`src/rtl/flappy_pkg.sv`:
```
// flappy_pkg: scene encodings, key codes, pipe field offsets and
// fixed-point physics constants shared by the game and view blocks.
package flappy_pkg;

    typedef enum logic [1:0] {
        SCENE_SPLASH   = 2'd0,
        SCENE_PLAYING  = 2'd1,
        SCENE_GAMEOVER = 2'd2
    } scene_e;

    localparam logic [7:0] KEY_SPACE = 8'd32;
    localparam logic [7:0] KEY_R     = 8'd114;

    localparam int POS_LSB = 16;
    localparam int MAX_LSB = 8;
    localparam int MIN_LSB = 0;

    // Units of 2^-FRAC_W per frame
    localparam int ACC1    = -4;
    localparam int ACC2    = -6;
    localparam int VEL_BND = 26;
    localparam int VEL0    = 70;
    localparam int ORIG    = 10;

    localparam logic [7:0] LFSR_SEED = 8'hA5;

    function automatic logic [7:0] pipe_max0(input int i);
        return 8'(30 - 5 * (i % 2) + ((i == 0) ? 5 : 0));
    endfunction

endpackage

```
`src/rtl/flappy_lfsr.sv`:
```
// flappy_lfsr: 8-bit Fibonacci LFSR, x^8+x^6+x^5+x^4+1,
// free-running every cycle; source of recycled pipe gaps.
module flappy_lfsr
    import flappy_pkg::*;
(
    input  logic       clk,
    input  logic       rst_n,
    output logic [7:0] lfsr
);

    logic [7:0] r_lfsr;
    logic       w_fb;

    assign w_fb = r_lfsr[7] ^ r_lfsr[5] ^ r_lfsr[4] ^ r_lfsr[3];

    always_ff @(posedge clk or negedge rst_n) begin
        if (!rst_n) r_lfsr <= LFSR_SEED;
        else        r_lfsr <= {r_lfsr[6:0], w_fb};
    end

    assign lfsr = r_lfsr;

endmodule

```
`src/rtl/flappy_game_ctrl.sv`:
```
// flappy_game_ctrl: scene FSM, fixed-point bird physics,
// scrolling/recycling pipes, collision and score.
module flappy_game_ctrl
    import flappy_pkg::*;
#(
    parameter int         N_PIPE       = 3,
    parameter int         FRAC_W       = 8,
    parameter int         PIPE_SPACING = 50,
    parameter int         SCROLL_DIV   = 3,
    parameter int         KP_BUFLEN    = 5,
    parameter int         GAP          = 10,
    parameter int         HIT_W        = 6,
    parameter logic [7:0] KEY_FLAP     = KEY_SPACE,
    parameter logic [7:0] KEY_RESTART  = KEY_R
) (
    input  logic                  clk,
    input  logic                  rst_n,
    input  logic [7:0]            inp,
    input  logic [7:0]            n_row,
    input  logic [7:0]            n_col,
    output logic [1:0]            scene,
    output logic [8:0]            bird,
    output logic [24*N_PIPE-1:0]  pipes,
    output logic [15:0]           score
);

    localparam int YW = 9 + FRAC_W;
    localparam int CW = (SCROLL_DIV > 1) ? $clog2(SCROLL_DIV) : 1;
    localparam int NW = $clog2(N_PIPE + 1);
    localparam logic [CW-1:0] CNT_TC  = CW'(SCROLL_DIV - 1);
    localparam logic [7:0]    HIT_POS = 8'(HIT_W);
    localparam logic [7:0]    POS_REL = 8'(N_PIPE * PIPE_SPACING - 1);

    scene_e                r_scene, w_scene_nxt;
    logic signed [YW-1:0]  r_y, r_v, r_a;
    logic                  r_flapping;
    logic [KP_BUFLEN-1:0]  r_kpbuf;
    logic [CW-1:0]         r_cnt;
    logic [7:0]            r_pos [N_PIPE];
    logic [7:0]            r_max [N_PIPE];
    logic [7:0]            r_min [N_PIPE];
    logic [15:0]           r_score;

    logic [7:0]        w_lfsr, w_alt, w_rmin;
    logic              w_flap, w_tc, w_hit, w_dead, w_unused;
    logic [N_PIPE-1:0] w_rec;
    logic [NW-1:0]     w_nrec;
    logic [16:0]       w_sum;

    flappy_lfsr u_lfsr (
        .clk   (clk),
        .rst_n (rst_n),
        .lfsr  (w_lfsr)
    );

    // Integer part has 8 magnitude bits, so only the negative clamp applies
    assign w_alt    = r_y[YW-1] ? 8'd0 : r_y[FRAC_W+7:FRAC_W];
    assign w_flap   = |r_kpbuf;
    assign w_tc     = (r_scene == SCENE_PLAYING) && (r_cnt == CNT_TC);
    assign w_rmin   = 8'd3 + {4'd0, w_lfsr[3:0]};
    assign w_sum    = {1'b0, r_score} + 17'(w_nrec);
    assign w_unused = ^{n_col, w_lfsr[7:4]};
    assign w_dead   = r_y[YW-1] || w_hit ||
                      ({1'b0, w_alt} >= {1'b0, n_row});

    always_comb begin
        w_hit  = 1'b0;
        w_rec  = '0;
        w_nrec = '0;
        for (int i = 0; i < N_PIPE; i++) begin
            w_rec[i] = w_tc && (r_pos[i] == 8'd0);
            if (w_rec[i]) w_nrec = w_nrec + NW'(1);
            if ((r_pos[i] <= HIT_POS) &&
                ((w_alt <= r_min[i]) || (w_alt >= r_max[i])))
                w_hit = 1'b1;
        end
    end

    always_comb begin
        w_scene_nxt = r_scene;
        unique case (r_scene)
            SCENE_SPLASH:
                if (inp == KEY_FLAP) w_scene_nxt = SCENE_PLAYING;
            SCENE_PLAYING:
                if (w_dead) w_scene_nxt = SCENE_GAMEOVER;
            SCENE_GAMEOVER:
                if (inp == KEY_RESTART) w_scene_nxt = SCENE_SPLASH;
            default:
                w_scene_nxt = SCENE_SPLASH;
        endcase
    end

    always_ff @(posedge clk or negedge rst_n) begin
        if (!rst_n) r_scene <= SCENE_SPLASH;
        else        r_scene <= w_scene_nxt;
    end

    always_ff @(posedge clk or negedge rst_n) begin
        if (!rst_n) begin
            r_y        <= '0;
            r_v        <= YW'(VEL0);
            r_a        <= YW'(ACC1);
            r_flapping <= 1'b0;
            r_kpbuf    <= '0;
            r_cnt      <= '0;
            r_score    <= '0;
            for (int i = 0; i < N_PIPE; i++) begin
                r_pos[i] <= 8'((N_PIPE - i) * PIPE_SPACING);
                r_max[i] <= pipe_max0(i);
                r_min[i] <= pipe_max0(i) - 8'(GAP);
            end
        end else begin
            r_kpbuf <= {inp == KEY_FLAP, r_kpbuf[KP_BUFLEN-1:1]};
            case (r_scene)
                SCENE_SPLASH: begin
                    r_y <= {1'b0, n_row >> 1, {FRAC_W{1'b0}}};
                    r_v <= YW'(VEL0);
                    r_a <= YW'(ACC1);
                end
                SCENE_PLAYING: begin
                    r_y        <= r_y + r_v;
                    r_v        <= w_flap ? YW'(VEL0) : r_v + r_a;
                    r_a        <= (r_v > YW'(VEL_BND)) ? YW'(ACC1)
                                                       : YW'(ACC2);
                    r_flapping <= w_flap;
                    r_cnt      <= w_tc ? '0 : r_cnt + CW'(1);
                    r_score    <= w_sum[16] ? 16'hFFFF : w_sum[15:0];
                    for (int i = 0; i < N_PIPE; i++) begin
                        if (w_rec[i]) begin
                            r_pos[i] <= POS_REL;
                            r_min[i] <= w_rmin;
                            r_max[i] <= w_rmin + 8'(GAP);
                        end else if (w_tc) begin
                            r_pos[i] <= r_pos[i] - 8'd1;
                        end
                    end
                end
                SCENE_GAMEOVER: begin
                    if (inp == KEY_RESTART) begin
                        r_v     <= YW'(VEL0);
                        r_cnt   <= '0;
                        r_score <= '0;
                        for (int i = 0; i < N_PIPE; i++) begin
                            r_pos[i] <= 8'((N_PIPE - i) * PIPE_SPACING);
                            r_max[i] <= pipe_max0(i);
                            r_min[i] <= pipe_max0(i) - 8'(GAP);
                        end
                    end
                end
                default: ;
            endcase
        end
    end

    always_comb begin
        pipes = '0;
        for (int i = 0; i < N_PIPE; i++) begin
            pipes[24*i+POS_LSB +: 8] = r_pos[i];
            pipes[24*i+MAX_LSB +: 8] = r_max[i];
            pipes[24*i+MIN_LSB +: 8] = r_min[i];
        end
    end

    assign scene = r_scene;
    assign bird  = {w_alt, r_flapping};
    assign score = r_score;

endmodule

```
`config.mk`:
```
export PLATFORM = sky130hd
export DESIGN_NAME = flappy_game_ctrl
export DESIGN_NICKNAME = d
export VERILOG_FILES = /design/src/rtl/flappy_pkg.sv /design/src/rtl/flappy_lfsr.sv /design/src/rtl/flappy_game_ctrl.sv
export SDC_FILE = /design/constraint.sdc
export NUM_CORES = 1
export LEC_CHECK = 0
export ABC_CLOCK_PERIOD_IN_PS = 7900
export CAP_MARGIN = 20
export CORE_ASPECT_RATIO = 0.6
export CORE_UTILIZATION = 25
export CTS_BUF_LIST = sky130_fd_sc_hd__clkbuf_4
export DETAILED_ROUTE_END_ITERATION = 10
export SYNTH_ARGS = -nofsm -noshare
export SYNTH_HDL_FRONTEND = slang
export SYNTH_SLANG_ARGS = --single-unit
```
`constraint.sdc`:
```
create_clock -name clk -period 7.9 [get_ports clk]
set_clock_uncertainty 0.15 [all_clocks]
set_input_delay 1.58 -clock clk [delete_from_list [all_inputs] [get_ports clk]]
set_output_delay 1.58 -clock clk [all_outputs]
set_load 0.02 [all_outputs]
```
### After elaboration in Yosys (flattened, before gate mapping)

Cells that the tools add are included.

* flip-flop bits (word level): 157
* output and inout port bits: 99

* $add $sub $neg: 11
* order comparisons: 11
* equality and inequality tests: 14
* muxes and demuxes: 40
* bitwise logic cells: 3
* reduce and logical (&&, ||, !) cells: 29

Operators with widths (count)
* $pmux 24 s2: 3
* $mux 8: 13
* $mux 24: 3
* $pmux 17 s2: 2
* $pmux 17 s3: 1
* $add 17x17->17: 2
* $mux 17: 2
* $ge 8x8->1: 4
* $mux 16: 2
* $pmux 16 s2: 1
* $le 8x3->1 const B: 3
* $le 8x8->1: 3
* $logic_not 8->1: 3
* $sub 8x1->8 const B: 3
* $reduce_and 3->1: 7
* $add 16x2->17: 1
* $gt 17x6->1 const B: 1
* $mux 2: 6
* $ne 2x2->1 const B: 6
* $ne 3x3->1 const B: 3
* $eq 8x6->1 const B: 1
* $eq 8x7->1 const B: 1
* $logic_and 1x1->1: 7
* $add 2x1->2 const B: 3
* 15 further kinds: 27

### Longest topological paths before layout

Gate-level depths: netlist of run 1.

* word-level depth: 11
* gate-level depth with buffers: 16
* depth with buffers taken out: 15

### Cells and area by module

Synthesis of run 1 repeated with hierarchy kept, for this count alone.

* cells, all modules: 799
* area, all modules: 7435.9 um2

Modules (own cells, without submodules)
* flappy_game_ctrl: instances 1, cells an instance 788, area each 7204.4 um2, sequential area each 2891.5 um2
* flappy_lfsr: instances 1, cells an instance 11, area each 231.5 um2, sequential area each 205.2 um2

### Least setup slack after synthesis of run 1

Ideal clock, no wire load.

* path type: register to register
* start: register r_pos (netlist bit pipes[44])
* end: register r_score[7], in the netlist score[7]
* setup time: 0.121 ns
* arrival time: 3.312 ns
* data required time: 7.629 ns
* setup slack: 4.317 ns
* cell stages (with the launch flop): 14
* path buffers: 2
* period minus slack after synthesis: 3.583 ns
* cells stage by stage: dfrtp_1 -> nor4_2 -> nand3_1 -> or2_2 -> buf_2 -> inv_2 -> ha_1 -> xnor2_1 -> ha_1 -> fa_1 -> nand4_1 -> clkbuf_1 -> o31ai_1 -> a22o_1

* word-level cells in the longest chain between the ends: 8

RTL lines
* from (decl): line flappy_game_ctrl.sv:39 `logic [7:0] r_pos [N_PIPE];`
* from (signal, indexed assignment): line flappy_game_ctrl.sv:108 `r_pos[i] <= 8'((N_PIPE - i) * PIPE_SPACING);`
* from (signal, indexed assignment): line flappy_game_ctrl.sv:134 `r_pos[i] <= r_pos[i] - 8'd1;`
* from (signal, indexed assignment): line flappy_game_ctrl.sv:144 `r_pos[i] <= 8'((N_PIPE - i) * PIPE_SPACING);`
* $logic_not 8->1 *: line flappy_game_ctrl.sv:71 `w_rec[i] = w_tc && (r_pos[i] == 8'd0);`
* $logic_and 1x1->1 *: line flappy_game_ctrl.sv:71
* $mux 2 *: line flappy_game_ctrl.sv:72 `if (w_rec[i]) w_nrec = w_nrec + NW'(1);`
* $add 2x1->2: line flappy_game_ctrl.sv:72
* $mux 2 *: line flappy_game_ctrl.sv:72
* $add 16x2->17 *: line flappy_game_ctrl.sv:61 `assign w_sum = {1'b0, r_score} + 17'(w_nrec);`
* $mux 16 *: line flappy_game_ctrl.sv:127 `r_score <= w_sum[16] ? 16'hFFFF : w_sum[15:0];`
* $pmux 16 s2 *: line flappy_game_ctrl.sv:114 `case (r_scene)`
* to (signal assigned): line flappy_game_ctrl.sv:127
* to (decl): line flappy_game_ctrl.sv:42 `logic [15:0] r_score;`

Every way passes the cells marked *; elsewhere a longest branch is shown, timed or not.
A chain may end at the register's enable or synchronous reset.

### Final worst setup path of run 1

* start: register r_scene[0], in the netlist scene[0]
* end: register r_score[4], in the netlist score[4]

* word-level cells in the longest chain between the ends: 11

RTL lines
* from (decl): line flappy_game_ctrl.sv:34 `scene_e r_scene, w_scene_nxt;`
* from (signal assigned): line flappy_game_ctrl.sv:95 `else r_scene <= w_scene_nxt;`
* $eq 2x1->1: line flappy_game_ctrl.sv:59, flappy_game_ctrl.sv:114
* $logic_and 1x1->1: line flappy_game_ctrl.sv:59 `assign w_tc = (r_scene == SCENE_PLAYING) && (r_cnt == CNT_TC);`
* $logic_and 1x1->1: line flappy_game_ctrl.sv:71
* $mux 1: line flappy_game_ctrl.sv:72
* $add 2x1->2: line flappy_game_ctrl.sv:72
* $mux 2: line flappy_game_ctrl.sv:72
* $add 2x1->2: line flappy_game_ctrl.sv:72
* $mux 2: line flappy_game_ctrl.sv:72
* $add 16x2->17: line flappy_game_ctrl.sv:61
* $mux 16: line flappy_game_ctrl.sv:127
* $pmux 16 s2: line flappy_game_ctrl.sv:114

Parallel ways exist; a longest one is shown, timed or not.

==> reports/qor.csv, run 1 <==
metric,value,unit
status,"complete, no violations",
crit_path_end_kind,flip-flop,
maxCapViolCount,0,
critPathKind,reg -> reg,
synthXorXnorAreaFrac,3.687,%
synth.avg_cell_area,9.180,sq um
p_total,2.006,mW
cts_resized,0,
reg2regPathDepth,11,
fin_area,9251,sq um
hold_start,u_lfsr.lfsr[6],
drtIter0Drc,510,
cts_made_buffers,17,
ctsHoldBuffers,0,
synth_top_family_by_area,simple AND/OR/NAND/NOR gates,
grtUsageTotal,15.56,%
synthMuxAreaShare,0.6584,%
cts_buffer_depth,2,
vias_per_cell,4.856,
synth.most_common_cell,dfrtp_1,
ios,125,
drt_pass1_iterations,6,
grt_max_degree,52,
slew-limit-headroom,28.36,%
max_freq,0.1999,GHz
pre_cts_slack,2.929,ns
cts-htree-levels,4,
yosysWarningCount,0,
die_w,227.1,microns
placed_cells,1316,
cts_root_buffer,clkbuf_4,
clock_power_share,22.0,%
synth_compound_area_share,18.77,%
drive_gt1_share,10.64,%
synthDominantCellAreaShare,28.64,%
clock_latency,0.57,ns
ys.flop_type,dfrtp_1,
syn_area,7601,sq um
powerDensity,216.8,nW/um^2
critPathMaxFanout,15,
synth_seq_cells,122,
finalWorstSetupSlack,2.898,ns
holdPathStages,0,
p_sw,845.7,uW
seqPwrFrac,39.6,%
finalCritPeriodShare,63.31,%
ant_nets,0,
antenna_found_initial,1,
grt_setup_unrepaired,no,
fin_tns_setup,0,ns
detail_route.wl_per_cell,17.17,microns
power_frac_comb,38.4,%
critPathRequiredTime,8.22,ns
holdWs,0.2163,ns
rows,49,
post-route-util,30.92,%
synth.area.top_cells,"dfrtp_1 (29%), dfstp_2 (12%), ha_1 (9.9%)",
cts_sinks,122,
die_h,137.1,microns
area_delta_synth_final,21.71,%
synth.distinct_cells,75,
synthArstFlopShare,100.0,%
r2r_slack,2.90,ns
coreArea,29920,sq um
place_area,8989,sq um
cts_tree,built,
clkSlewWorstSetupHoldPaths,0.12,ns
synth_edf_count,0,
post-cts-setup-buffers,0,
hold_class,reg -> reg,
dieArea,31130,sq um
period_needed,5.002,ns
p_leak,4.080,nW
ys_seq_area_share,40.74,%
holdPathEnd,u_lfsr.lfsr[7],
grt_pass1_wl,36.94,mm
grt.overflow.total,0,
synth_area_leader_cell,dfrtp_1,
place_congestion,0.8382,
synth_fa_ha_area_share,10.67,%
numPortBuffers,101,
drv_slew,0,
nets,1015,
num_vias,6551,
start_util,25.41,%
reg2reg_to,score[4],
swShare,42.17,%
grt_pass1_vias,6322,
syn_inst,828,
vdd_ir_drop_max,0.1024,mV
start_kind,flip-flop,
worst_pin_slew,1.072,ns
synth_common_cells,"dfrtp_1 (87), nand2_1 (75), nor2_1 (61)",
routed_wl,23.17,mm
dp_hpwl,17.33,mm
r2r_start,scene[0],
hold_viol,0,
setup_viol,0,
instances_no_fill,1349,
arrival,5.32,ns
drc,0,
p_int,1.160,mW
yosys.area_share.simple,19.60,%
-- critical path, stage by stage (launching register included) --
cell	delay, ns
dfrtp_1	0.78
nor2b_4	0.55
nand3b_1	0.49
nor3_4	0.62
inv_2	0.24
ha_1	0.25
o21ai_0	0.37
fa_1	0.36
nand4_1	0.47
nand3_1	0.32
inv_1	0.06
a211oi_1	0.24
-- kinds of logic (layout without fill, tap and decap cells) --
logic type,after synthesis,after routing
simple gates,281,281
other cells,1,16
mux,5,5
buf+inv,97,195
flops,122,122
compound gates,226,226
xor+xnor,32,32
fa+ha+maj,64,64
-- worst max path at each step --
stage / start / endpoint / slack [ns] / depth (start not counted)
after floorplan: pipes[44] / score[7] / 4.32 / 13
after global placement: scene[0] / score[4] / 2.93 / 11
after detailed placement: scene[0] / score[4] / 2.93 / 11
after CTS: scene[0] / score[4] / 2.85 / 11
after global routing: scene[0] / score[4] / 2.40 / 11
final: scene[0] / score[4] / 2.90 / 11
-- routing by layer --
layer,share of wire (%),up-vias,global-route usage [%],wire length (microns)
met4,1.1,0,3.579,244
met1,54,3162,24.25,12430
li1,-,3155,-,-
met2,39,214,21.29,9103
met5,0,-,0,0
met3,6.0,20,3.242,1386
-- sequential cells by signal, indices dropped and copies added (netlist names) --
name         flops
r_a              2
r_kpbuf          5
r_cnt            2
u_lfsr.lfsr      8
score           16
scene            2
pipes           54
r_v             16
r_flapping       1
r_y             16
-- layout make-up --
type                            count  area, sq um
Clock buffer                       18        135.1
Antenna cell                        1        2.502
Inverter                           55        206.4
Fill cell                        3189        20670
Sequential cell                   122         3097
Clock inverter                     14        125.1
Timing Repair Buffer              108         1061
Tap cell                          408        510.5
Multi-Input combinational cell    623         4114
-- layout by cell type (no fill, tap or decap), types with 8 or more instances in the layout --
cell type and count:
ha_1 60, nand3_1 24, nor2_1 61, o31ai_1 9, dfrtp_1 87, nor2b_1 13, clkdlybuf4s50_1 100, a211oi_1 8
o211ai_1 8, xnor2_1 15, xor2_1 17, o21ai_0 60, or3_1 10, nand4_1 9, buf_4 8, nand2b_1 13
clkbuf_4 18, nand2_1 75, conb_1 15, and3_1 9, dfstp_2 35, inv_1 53, a31oi_1 18, o22ai_1 8
a21oi_1 60, nor3_1 27
-- power by group through the flow --
| stage | clock network [mW] | registers, mW | logic (mW) |
|---|---|---|---|
| 4_1_cts | 0.449 | 0.793 | 0.770 |
| 3_5_place_dp | 0 | 0.802 | 0.766 |
| 2_1_floorplan | 0 | 0.828 | 0.436 |
| 6_report | 0.441 | 0.795 | 0.770 |
| 3_3_place_gp | 0 | 0.803 | 0.753 |
| 5_1_grt | 0.478 | 0.808 | 0.852 |
(Power assumes the default switching activity.)
==> run 2, diff against run 1 <==
--- a/config.mk
+++ b/config.mk
@@ -5,7 +5,7 @@
 export SDC_FILE = /design/constraint.sdc
 export NUM_CORES = 1
 export LEC_CHECK = 0
-export ABC_CLOCK_PERIOD_IN_PS = 7900
+export ABC_CLOCK_PERIOD_IN_PS = 4900
 export CAP_MARGIN = 20
 export CORE_ASPECT_RATIO = 0.6
 export CORE_UTILIZATION = 25
==> constraint.sdc (replaced) <==
create_clock -name clk -period 4.9 [get_ports clk]
set_clock_uncertainty 0.15 [all_clocks]
set_input_delay 0.98 -clock clk [delete_from_list [all_inputs] [get_ports clk]]
set_output_delay 0.98 -clock clk [all_outputs]
set_load 0.02 [all_outputs]
==> run 2 against run 1 <==
Routed wire length hardly changed. Fmax is 17% higher. Flip-flop and latch count stayed put. Highest routed layer unchanged. Critical path type unchanged. Critical endpoint unchanged. Via count is 0.67% higher. Cell count is 0.22% higher. Global-route usage hardly changed.
==> reports/qor.csv, run 2 (synthesis gave the netlist of run 1 again) <==
metric,value,unit
status,"complete, no violations",
slowest_delay,0.58,ns
dieArea,31130,sq um
cts-htree-levels,4,
cts_tree,built,
p_sw,1.369,mW
numPortBuffers,101,
p_leak,4.105,nW
endpoint,score[4],
seqPwrFrac,38.7,%
r2r_start,pipes[44],
crit_path_end_kind,flip-flop,
fin_tns_setup,0,ns
die_h,137.1,microns
cts_buffer_depth,2,
power_frac_comb,38.2,%
slew-limit-headroom,35.30,%
vias_per_cell,4.878,
ant_nets,0,
cts_made_buffers,17,
die_w,227.1,microns
holdWs,0.2228,ns
swShare,41.44,%
powerDensity,354.5,nW/um^2
cts_root_buffer,clkbuf_4,
max_freq,0.2339,GHz
worst_pin_slew,0.9604,ns
cts_sinks,122,
critPathRequiredTime,5.19,ns
startpoint,pipes[44],
grt_max_degree,66,
drive_gt1_share,10.92,%
grtUsageTotal,15.54,%
maxCapViolCount,0,
antenna_found_initial,1,
critPathKind,reg -> reg,
holdPathStages,0,
finalCritPeriodShare,87.24,%
slowest_stage,nor4_2,
cp_cell_sequence,nor4_2 -> nand3_1 -> or2_2 -> inv_2 -> ha_1 -> xnor2_1 -> ha_1 -> fa_1 -> nand4_1 -> nand3_1 -> inv_1 -> a211oi_1,
cts_resized,0,
reg2regPathDepth,12,
largest_reg_flops,54,
num_vias,6595,
post-cts-setup-buffers,0,
clock_power_share,23.1,%
drc,0,
grt_pass1_vias,6413,
arrival,4.56,ns
drv_slew,0,
final_cell_mix,"clkdlybuf4s50_1 (100), dfrtp_1 (87), nand2_1 (75)",
grt_setup_unrepaired,no,
reg2reg_to,score[4],
clkSlewWorstSetupHoldPaths,0.14,ns
clock_latency,0.54,ns
nets,1018,
detail_route.wl_per_cell,17.14,microns
hold_class,reg -> reg,
setup_viol,0,
hold_viol,0,
critPathMaxFanout,12,
period_needed,4.275,ns
drtIter0Drc,463,
start_util,25.41,%
ios,125,
p_int,1.935,mW
area_delta_synth_final,22.62,%
place_congestion,0.8632,
rows,49,
r2r_slack,0.63,ns
routed_wl,23.17,mm
dp_hpwl,17.45,mm
grt_pass1_wl,36.78,mm
coreArea,29920,sq um
vdd_ir_drop_max,0.1962,mV
layout.cells.most_common,clkdlybuf4s50_1,
grt.overflow.total,0,
ctsHoldBuffers,0,
drt_pass1_iterations,5,
start_kind,flip-flop,
## run 2: through the flow
stage | setup WS [ns] | area, sq um | std cells | utilization [%] | total power [mW]
floorplan | 1.317 | 7654 | 842 | - | 2.038
global placement | 0.7418 | 9024 | 1319 | 30.16 | 2.520
detailed placement | 0.6624 | 9024 | 1319 | 30.16 | 2.544
CTS | 0.6457 | 9318 | 1351 | 31.14 | 3.318
global route | 0.1995 | 9320 | 1352 | 31.15 | 3.504
finish | 0.6252 | 9320 | 1352 | 31.15 | 3.304
## run 2: cell type report
class / count / area [sq um]
repair buffers: 111 / 1096
fillers: 3180 / 20600
inverters: 55 / 206.4
clock inverters: 15 / 166.4
diodes: 1 / 2.502
well taps: 408 / 510.5
flip-flops and latches: 122 / 3097
multi-input cells: 623 / 4114
clock buffers: 17 / 127.6
## run 2: worst min path at each step
stage | start | end | slack (ns)
2_1_floorplan | u_lfsr.lfsr[6] | u_lfsr.lfsr[7] | 0.18
3_3_place_gp | u_lfsr.lfsr[6] | u_lfsr.lfsr[7] | 0.19
3_5_place_dp | u_lfsr.lfsr[6] | u_lfsr.lfsr[7] | 0.19
4_1_cts | r_kpbuf[2] | r_kpbuf[1] | 0.22
5_1_grt | r_kpbuf[2] | r_kpbuf[1] | 0.23
6_report | r_kpbuf[2] | r_kpbuf[1] | 0.22
## run 2: metal layers
metal / track usage [%] / routed length [microns] / up-vias / share of wire [%]
li1: - / - / 3166 / -
met1: 24.30 / 12170 / 3215 / 53
met2: 21.41 / 9394 / 204 / 41
met3: 3.027 / 1439 / 10 / 6.2
met4: 3.393 / 168 / 0 / 0.73
met5: 0 / 0 / - / 0
## run 2: worst max-delay path, delay by kind of cell (launching register included)
kind / cells / cell delay (ns)
fa+ha+maj: 3 / 0.79
flops: 1 / 0.47
compound gates: 1 / 0.23
xor+xnor: 1 / 0.21
buf+inv: 2 / 0.21
simple gates: 5 / 2.11
## run 2: power groups by stage
stage | clock network [mW] | registers (mW) | logic, mW
finish | 0.764 | 1.28 | 1.26
global route | 0.819 | 1.30 | 1.39
CTS | 0.783 | 1.28 | 1.26
detailed placement | 0 | 1.29 | 1.25
global placement | 0 | 1.29 | 1.23
floorplan | 0 | 1.34 | 0.703
==> run 3, diff against run 2 <==
--- a/config.mk
+++ b/config.mk
@@ -9,8 +9,8 @@
 export CAP_MARGIN = 20
 export CORE_ASPECT_RATIO = 0.6
 export CORE_UTILIZATION = 25
-export CTS_BUF_LIST = sky130_fd_sc_hd__clkbuf_4
 export DETAILED_ROUTE_END_ITERATION = 10
+export REMOVE_ABC_BUFFERS = 1
 export SYNTH_ARGS = -nofsm -noshare
 export SYNTH_HDL_FRONTEND = slang
 export SYNTH_SLANG_ARGS = --single-unit
==> run 3 against run 2 <==
Non-clock buffer count did not move. Fmax shrank 0.81%. Global-route usage about the same. Clock power grew 61%. Critical endpoint unchanged. Via count up 0.32%. Routed wire length grew 0.37%. Final area up 3.0%. Critical path type unchanged. Cell count barely moved.
==> reports/qor.csv, run 3 (synthesis gave the netlist of run 1 again) <==
metric,value,unit
status,"complete, no violations",
ctsHoldBuffers,0,
slew-limit-headroom,30.08,%
reg2reg_to,score[4],
dp_hpwl,17.25,mm
dieArea,31130,sq um
vdd_ir_drop_max,0.1750,mV
reg2regPathDepth,11,
routed_wl,23.26,mm
coreArea,29920,sq um
drc,0,
antennaDiodeCount,0,
cp_cell_sequence,nor2b_4 -> nand3b_1 -> nor3_4 -> inv_2 -> ha_1 -> o21ai_0 -> fa_1 -> nand4_1 -> nand3_1 -> inv_1 -> a211oi_1,
cts_made_buffers,17,
critPathMaxFanout,12,
die_w,227.1,microns
endpoint,score[4],
multi_input_area,4114,sq um
ios,125,
cts_tree,built,
ant_nets,0,
r2r_slack,0.59,ns
regArea,3097,sq um
antenna_found_initial,0,
fill_cells,3137,
grt_max_degree,72,
setup_viol,0,
r2r_start,scene[1],
fin_tns_setup,0,ns
crit_buf_inv,2,
hold_class,reg -> reg,
drt_pass1_iterations,5,
cts_sinks,122,
critPathKind,reg -> reg,
grt_setup_unrepaired,no,
start_kind,flip-flop,
max_freq,0.2320,GHz
post-route-util,32.08,%
slowest_stage,nor3_4,
rows,49,
powerDensity,392.7,nW/um^2
grt_pass1_wl,37.00,mm
die_h,137.1,microns
clkSlewWorstSetupHoldPaths,0.06,ns
p_leak,4.236,nW
vias_per_cell,4.897,
cp.depth,11,
startpoint,scene[1],
fin_area,9597,sq um
finalCritPeriodShare,87.95,%
cts_root_buffer,clkbuf_16,
place_area,9024,sq um
cp_top_family,simple AND/OR/NAND/NOR gates,
grtUsageTotal,15.56,%
cts-htree-levels,4,
layout.cells.most_common,clkdlybuf4s50_1,
nets,1018,
drive_gt1_share,11.03,%
arrival,4.49,ns
numPortBuffers,101,
final_cell_mix,"clkdlybuf4s50_1 (100), dfrtp_1 (87), nand2_1 (75)",
start_util,25.41,%
worst_pin_slew,1.047,ns
period_needed,4.310,ns
num_vias,6616,
grt.overflow.total,0,
clock_latency,0.43,ns
drv_slew,0,
largest_reg_flops,54,
detail_route.wl_per_cell,17.21,microns
cts_buffer_depth,2,
drtIter0Drc,587,
slowest_delay,0.62,ns
area_delta_synth_final,26.26,%
instances_no_fill,1351,
maxCapViolCount,0,
hold_viol,0,
cts_resized,0,
place_congestion,0.8802,
crit_path_end_kind,flip-flop,
placed_cells,1319,
post-cts-setup-buffers,0,
grt_pass1_vias,6298,
critPathRequiredTime,5.08,ns
[run 3: cell types whose count changed in the layout (fill, tap and decap cells not counted), moves of 2 or more]
cell	before	now
clkbuf_16	0	17
clkbuf_4	17	0
clkinv_2	0	3
clkbuf_8	0	2
inv_6	4	2
[run 3: worst min-delay path by stage]
stage | from | end | slack, ns | cells past startpoint
floorplan | u_lfsr.lfsr[6] | u_lfsr.lfsr[7] | 0.18 | 0
global placement | u_lfsr.lfsr[6] | u_lfsr.lfsr[7] | 0.18 | 0
detailed placement | u_lfsr.lfsr[6] | u_lfsr.lfsr[7] | 0.20 | 0
CTS | u_lfsr.lfsr[6] | u_lfsr.lfsr[7] | 0.21 | 0
global route | u_lfsr.lfsr[6] | u_lfsr.lfsr[7] | 0.21 | 0
finish | u_lfsr.lfsr[6] | u_lfsr.lfsr[7] | 0.20 | 0
[run 3: layout make-up]
class	count	share of cell area [%]
Timing Repair Buffer	111	11.42
Clock buffer	19	4.720
Multi-Input combinational cell	623	42.87
Tap cell	408	5.319
Clock inverter	13	1.252
Inverter	55	2.151
Sequential cell	122	32.27
[run 3: routing by layer]
layer	global-route usage [%]	wire (microns)
met5	0	0
met1	24.33	12410
met2	20.71	9072
met3	3.650	1567
met4	3.952	201
[run 3: report_power, final]
group | internal [mW] | leakage (nW) | switching [mW]
Combinational | 0.496 | 2.55 | 0.756
Sequential | 1.13 | 1.40 | 0.157
Clock | 0.727 | 0.276 | 0.504
[run 3: through the flow]
| stage | setup WS, ns | power, mW | hold slack, ns |
|---|---|---|---|
| 2_1_floorplan | 0.5187 | 2.010 | 0.1830 |
| 3_3_place_gp | 0.6834 | 2.515 | 0.1839 |
| 3_5_place_dp | 0.6077 | 2.540 | 0.1979 |
| 4_1_cts | 0.5948 | 3.790 | 0.2067 |
| 5_1_grt | 0.1980 | 3.981 | 0.2073 |
| 6_report | 0.5904 | 3.769 | 0.2016 |
==> edit: new RTL, flow settings as in run 2 <==
Change the parameter `N_PIPE` from 3 to 6.
--- a/src/rtl/flappy_game_ctrl.sv
+++ b/src/rtl/flappy_game_ctrl.sv
@@ -4,5 +4,5 @@
     import flappy_pkg::*;
 #(
-    parameter int         N_PIPE       = 3,
+    parameter int         N_PIPE       = 6,
     parameter int         FRAC_W       = 8,
     parameter int         PIPE_SPACING = 50,
Ports: changed (resized pipes); port bits go from 125 to 197. No check against the original RTL was run, so the function may have changed too.
==> edit against run 2 <==
- the run now ends with DRC, setup timing left
- total power increased by 26%
- cell area increased by 52%
- setup slack worse by 0.72 ns
- combinational power increased by 12%
- routed wire length is 65% higher
- clock power rose by 37%
- sequential cell count grew 54
- synthesized area rose by 47%
- final cell count rose by 48%
- via count is 51% higher
- die area is 47% higher
- global-route usage up 1.2 points
- largest power group unchanged
==> edit: results (changes against run 2) <==
| Metric | Value |
|---|---|
| Final setup violation count | 13 (+13) |
| Post-Synthesis Cells | 1221 (+47%) |
| Number of global-route vias before repair | 9442 (+47%) |
| Vias after detailed routing | 9961 (+51%) |
| Clk_lat worst skew | 0.64 ns (+0.10 ns) |
| Register area share after synthesis | 40.1% (-0.67 points) |
| Setup WS post-layout | -0.0902 ns (-0.715 ns) |
| Clk slew on worst S/H paths | 0.16 ns (+0.02 ns) |
| # DRC | 9 (+9) |
| Setup slack, reg-to-reg | -0.09 ns (-0.72 ns) |
| Layout cell share with drive strength beyond 1 | 14.6% (+3.6 points) |
| First-pass GRT wire length | 58100 um (+58%) |
| Port Buf Inserts | 158 (+56%) |
| Total iterations of the first detailed-routing run | 8 (+3) |
| Max reg flops | 108 (+100%) |
| GRT Total Usage | 16.8% (+1.2 points) |
| Fill cells | 4485 (+41%) |
| Outcome | complete, but fails checks |
| Worst hold slack | 0.227 ns (+0.00410 ns) |
| First DRT Iteration DRCs | 957 (+110%) |
| Worst reg2reg path depth | 20 (+8) |
| Finished Layout Cells | 2000 (+48%) |
| Initial Utilization | 25.6% (+0.17 points) |
| Pleak | 6.44 nW (+57%) |
| Failing checks | DRC, setup timing |
| Worst rel slew slack | 26.0% (-9.3 points) |
==> edit: cell count changes after synthesis, moves of 15 or more <==
cell      change
dfstp_2      +30
ha_1         +51
buf_4        +18
clkbuf_1     +16
o21ai_0      +44
dfrtp_1      +24
nand3_1      +18
nor2_1       +19
inv_1        +51
xnor2_1      +15
==> edit: critical path: stages (launching register included) <==
cell      delay (ns)
dfrtp_2         0.42
or4_4           0.55
nor2_4          0.11
nand4b_1        0.25
ha_4            0.38
xnor2_2         0.10
inv_2           0.07
ha_4            0.23
xnor3_1         0.20
o22ai_1         0.08
a31oi_1         0.23
ha_2            0.22
nand2_2         0.06
xnor2_2         0.15
xnor2_1         0.18
xnor2_1         0.12
ha_2            0.37
a21oi_4         0.06
or4_4           0.55
a211o_1         0.33
a21oi_2         0.11
==> edit: timing repair <==
action	CTS	global route
hold buffers	0	0
buffers inserted	5	3
gates resized for setup	4	29
gates cloned	0	0
pin swaps	2	19
setup endpoints to repair	16	16
==> edit: power breakdown <==
| group | internal (mW) | switching (mW) | total, mW |
|---|---|---|---|
| combinational | 0.569 | 0.843 | 1.41 |
| sequential | 1.57 | 0.136 | 1.70 |
| clock | 0.463 | 0.589 | 1.05 |
==> edit: cell type report <==
| class | count | area (um2) | area share, % |
|---|---|---|---|
| repair buffers | 217 | 2040 | 14.4 |
| clock inverters | 15 | 229 | 1.61 |
| inverters | 104 | 390 | 2.75 |
| flip-flops and latches | 176 | 4490 | 31.6 |
| well taps | 579 | 724 | 5.10 |
| multi-input cells | 892 | 6200 | 43.7 |
| clock buffers | 17 | 128 | 0.899 |
==> edit: kinds of logic (layout without fill, tap and decap cells) <==
group	count (synthesis)	after routing	share of synthesized area, %
buffers and inverters	182	353	7.48
multiplexers	10	10	0.905
XOR/XNOR	45	45	3.64
other	1	30	0.0335
adder cells (fa/ha/maj)	113	113	12.8
flip-flops	176	176	40.1
AND/OR/NAND/NOR	367	367	16.9
AO/OA/AOI/OAI	327	327	18.2
==> edit: metrics by stage <==
stage	instance area, um2	util (%)	setup slack (ns)	power (mW)	TNS [ns]
final	14200	32.4	-0.0902	4.17	-0.619
after global routing	14200	32.4	-0.231	4.43	-2.80
after CTS	14000	32.1	-0.0202	4.19	-0.0202
after detailed placement	13600	31.1	-0.213	3.13	-2.01
after global placement	13600	31.1	-0.00306	3.07	-0.00591
after floorplan	11400	-	-0.255	2.55	-3.02
==> edit: routing by layer <==
metal,vias up,routed length (um),global-route usage (%)
met2,346,16000,23.6
met1,4895,18500,25.0
met5,-,0,0
met3,43,2900,3.77
met4,0,966,5.33
li1,4677,-,-
